`config.mk`:
```
export PLATFORM = sky130hd
export DESIGN_NAME = lane_serializer
export DESIGN_NICKNAME = d
export VERILOG_FILES = /design/src/rtl/lane_serializer.sv
export SDC_FILE = /design/constraint.sdc
export NUM_CORES = 1
export LEC_CHECK = 0
export CORE_UTILIZATION = 52
export CTS_CLUSTER_SIZE = 16
export DETAILED_ROUTE_END_ITERATION = 8
export HOLD_SLACK_MARGIN = 0.1
export PLACE_DENSITY = 0.81
export SLEW_MARGIN = 25
export SYNTH_ARGS = -nofsm -noshare
export SYNTH_HDL_FRONTEND = slang
export SYNTH_SLANG_ARGS = --single-unit
export TNS_END_PERCENT = 20
```
`constraint.sdc`:
```
create_clock -name clk -period 2.8 [get_ports clk]
set_input_delay 0.42 -clock clk [delete_from_list [all_inputs] [get_ports clk]]
set_output_delay 0.42 -clock clk [all_outputs]
set_load 0.01 [all_outputs]
```
`src/rtl/lane_serializer.sv`:
```
// Snapshot-and-drain lane serializer: captures N lane words plus an enable mask and
// streams the enabled lanes out in ascending order over a valid/ready interface.
module lane_serializer #(
  parameter int N     = 16,
  parameter int WIDTH = 8
) (
  input  logic                      clk,
  input  logic                      rst_n,
  input  logic                      load_valid,
  output logic                      load_ready,
  input  logic [N-1:0][WIDTH-1:0]   load_data,
  input  logic [N-1:0]              load_mask,
  output logic                      out_valid,
  input  logic                      out_ready,
  output logic [WIDTH-1:0]          out_data,
  output logic [$clog2(N)-1:0]      out_index,
  output logic                      out_last,
  output logic                      done
);

  localparam int IW = $clog2(N);
  localparam logic [N-1:0] ONE = {{(N-1){1'b0}}, 1'b1};

  typedef enum logic {IDLE, SCAN} state_t;

  state_t                   state_q, state_d;
  logic [N-1:0][WIDTH-1:0]  data_q;
  logic [N-1:0]             pend_q;
  logic [IW-1:0]            ptr_q;
  logic [IW-1:0]            hold_idx_q;
  logic [WIDTH-1:0]         hold_data_q;
  logic                     done_q;

  logic [N-1:0]             sel_oh;
  logic [N-1:0]             hi_pend;
  logic [WIDTH-1:0]         mux_data;
  logic                     load_fire;
  logic                     out_fire;

  function automatic logic [IW-1:0] lowest_bit(input logic [N-1:0] v);
    logic [IW-1:0] r;
    r = '0;
    for (int i = N - 1; i >= 0; i--) begin
      if (v[i]) r = IW'(i);
    end
    return r;
  endfunction

  // Pending lanes strictly above the pointer; empty means the current beat is the last.
  assign sel_oh   = ONE << ptr_q;
  assign hi_pend  = pend_q & ~(sel_oh | (sel_oh - ONE));
  assign mux_data = data_q[ptr_q];

  assign load_fire = load_valid && (state_q == IDLE);
  assign out_fire  = out_ready  && (state_q == SCAN);
  assign done      = done_q;

  always_ff @(posedge clk or negedge rst_n) begin
    if (!rst_n) state_q <= IDLE;
    else        state_q <= state_d;
  end

  always_comb begin
    state_d    = state_q;
    load_ready = 1'b0;
    out_valid  = 1'b0;
    out_last   = 1'b0;
    out_data   = hold_data_q;
    out_index  = hold_idx_q;
    case (state_q)
      IDLE: begin
        load_ready = 1'b1;
        if (load_valid && (load_mask != '0)) state_d = SCAN;
      end
      SCAN: begin
        out_valid = 1'b1;
        out_last  = (hi_pend == '0);
        out_data  = mux_data;
        out_index = ptr_q;
        if (out_ready && out_last) state_d = IDLE;
      end
      default: state_d = IDLE;
    endcase
  end

  // Hold registers keep out_data/out_index at the last emitted beat while idle.
  always_ff @(posedge clk or negedge rst_n) begin
    if (!rst_n) begin
      data_q      <= '0;
      pend_q      <= '0;
      ptr_q       <= '0;
      hold_data_q <= '0;
      hold_idx_q  <= '0;
      done_q      <= 1'b0;
    end else begin
      done_q <= (load_fire && (load_mask == '0)) || (out_fire && out_last);
      if (load_fire) begin
        data_q <= load_data;
        pend_q <= load_mask;
        ptr_q  <= lowest_bit(load_mask);
      end else if (out_fire) begin
        pend_q[ptr_q] <= 1'b0;
        hold_data_q   <= mux_data;
        hold_idx_q    <= ptr_q;
        if (!out_last) ptr_q <= lowest_bit(hi_pend);
      end
    end
  end

endmodule

```
==> impl_results.md <==
- Min Tclk post-route: 3.07 ns
- Final setup margin: -0.271 ns
- Setup violators final: 8
- Number of global-route vias before repair: 6995
- Placement Setup Slack: -0.123 ns
- Final Cycle Share: 1.10
- Antenna violations before repair: 0
- Status: complete, but fails checks
- Tightest Hold Check Type: register to register
- P&R area growth vs syn: 33.8%
- ANT nets after route: 0
- Total grt overflow: 0
- Crit Path Max Fanout: 7
- Critical Path AT: 2.65 ns
- Leak: between 5 and 6 nW
- Final Hold Fails: 0
- Wire length per cell: 18.8 um
- Drt pass-1 iters: 9
- YS warnings: 0
- Pin count of the biggest net entering global routing: 99
- Async SR Flop Fraction: 1.00
- Yosys reg bits: 161
- Input/output buffers: about 160
- Die X: 125 um
- Clock tree buffer depth: 2
- Cell area after synthesis: 7870 um^2
- Synth area leader: dfrtp_1
- Die area: 15600 um^2
- H-tree level count: 4
- Most common cell after layout, fill and taps aside: nand2_1
- Tot Pwr: 12.1 mW
- CORE AREA: 14600 um^2
- Reg area: 4030 um^2
- Most frequent cells in the layout: nand2_1, dfrtp_1, clkdlybuf4s50_1, mux4_2, o21ai_0
- Max-cap violations: 0
- Mean area per synthesized cell: 9.23 um^2
- Initial DRC count: 790
- VDD IR max: 746 uV
- Worst slew margin: 0.584
- Violated checks: DRC, setup timing
- Worst-Skew Late Latency: 0.44 ns
- Vias per std cell: 5.81
- Reg clk slew, reported paths: 0.06 ns
- Share of layout cells above drive strength 1: 0.139
- Crit end category: output pin
- Power per cell area: 1150 nW/um^2
- Register area share after synthesis: 0.512
- Ant diodes: 0
- Req. time, crit path: 2.38 ns
- Unrepaired setup endpoints after global routing: yes
- Initial Util: 0.537
- Vias: about 7100
- Gr usage total: 0.311
- Mapped Cells: 852
- Nets: 1168
- Synth Flop Type: dfrtp_1
- Fin Setup TNS: -1.91 ns
- Final slew viol count: 0
- Fmax: 326 MHz
- Syn Nets: 1000
- Synth top area cells: dfrtp_1, nand2_1, mux4_2, o21ai_0, clkbuf_1
- Final GP Congestion: 0.888
- CTS Sinks: 161
- Layout Skew: roughly 0.0094 ns
- Die height: 125 um
- Netlist cell types: 53
- Hpwl dp: 15800 um
- Post-synth EDFFs: 0
- I/O pin cnt: between 150 and 200
- Final-layout fill cell count: 1012
- CTS tree: yes
- Setup CP Type: register to output pin
- Tightest Pin Transition: 0.624 ns
- Element type at the critical path start: register
- Remaining DRCs: 12
- First-pass GRT wire length: 36800 um
- Multi-input gate area: roughly 3600 um^2
- Yosys top cell area share: 0.512
- DRT Wirelength: 22900 um
- Num CTS Buffers: 17
- Hold slack: 0.476 ns
- FP Rows: 44
- Clock root cell: clkbuf_16
==> layout make-up <==
cell class | count | share of cell area
clock buffer | 18 | 0.0408
clock inverter | 13 | 0.0151
inverter | 10 | 0.00357
multi-input combinational | 628 | 0.339
sequential | 161 | 0.383
tap | 184 | 0.0219
timing repair buffer | 202 | 0.197
==> final timing paths <==
path | from | endpoint | slack, ns | cells past startpoint
max in group asynchronous | rst_n | ptr_q[1] | 1.39 | 3
worst min-delay path | data_q[63] | data_q[63] | 0.48 | 2
worst max-delay path | ptr_q[0] | out_data[6] | -0.27 | 7
min in group asynchronous | rst_n | data_q[79] | 0.54 | 2
worst min register to register | data_q[63] | data_q[63] | 0.48 | 2
worst max register to register | ptr_q[0] | ptr_q[0] | 0.19 | 9
==> power breakdown <==
part	total [mW]	internal, mW	switching, mW
clock network	2.35	1.40	0.951
registers	4.28	3.42	0.862
logic	5.48	2.91	2.57
==> registers in the layout (all words and copies together), names as in the netlist <==
signal and flops:
data_q 128, done 1, hold_data_q 8, hold_idx_q 4, pend_q 15, ptr_q 4, state_q 1
==> synth_stat cells (all sizes together), types with 3 or more instances <==
cell	instances
a21oi	12
a31oi	3
buf	18
clkbuf	35
dfrtp	161
inv	10
mux2	12
mux4	40
nand2	446
nand2b	4
nand3	4
nor2	16
nor2b	5
nor3	6
o211ai	4
o21ai	32
o311ai	4
==> cell families after synthesis <==
logic type      synth area share
mux                        0.137
buf+inv                   0.0359
simple gates               0.247
flops                      0.512
compound gates            0.0676
==> what timing repair did <==
item	CTS	global route
gates cloned	2	0
hold buffers	1	0
gates resized for setup	55	3
setup buffers	14	2
pin swaps	3	2
setup endpoints to repair	9	9
hold endpoints to repair	64	0
==> worst max-delay path: stages, from the launching register on <==
cell	delay, ns
dfrtp_2	0.46
buf_12	0.15
buf_8	0.11
buf_6	0.10
mux4_2	0.47
mux4_2	0.51
mux2_4	0.28
buf_6	0.12
==> layer usage <==
metal | vias to the layer above | part of all wire | GRT usage
li1 | 3160 | - | -
met1 | 3399 | 0.38 | 0.394
met2 | 409 | 0.48 | 0.492
met3 | 96 | 0.084 | 0.0710
met4 | 0 | 0.051 | 0.190
met5 | - | 0 | 0
==> stage by stage <==
stage / cell area, um^2 / instances / utilization
after floorplan: 7870 / 852 / -
after global placement: 9720 / 1167 / 0.664
after detailed placement: 9720 / 1167 / 0.664
after CTS: 10500 / 1214 / 0.717
after global routing: 10500 / 1216 / 0.719
final: 10500 / 1216 / 0.719
No activity file was read; power rests on OpenSTA's default activity.
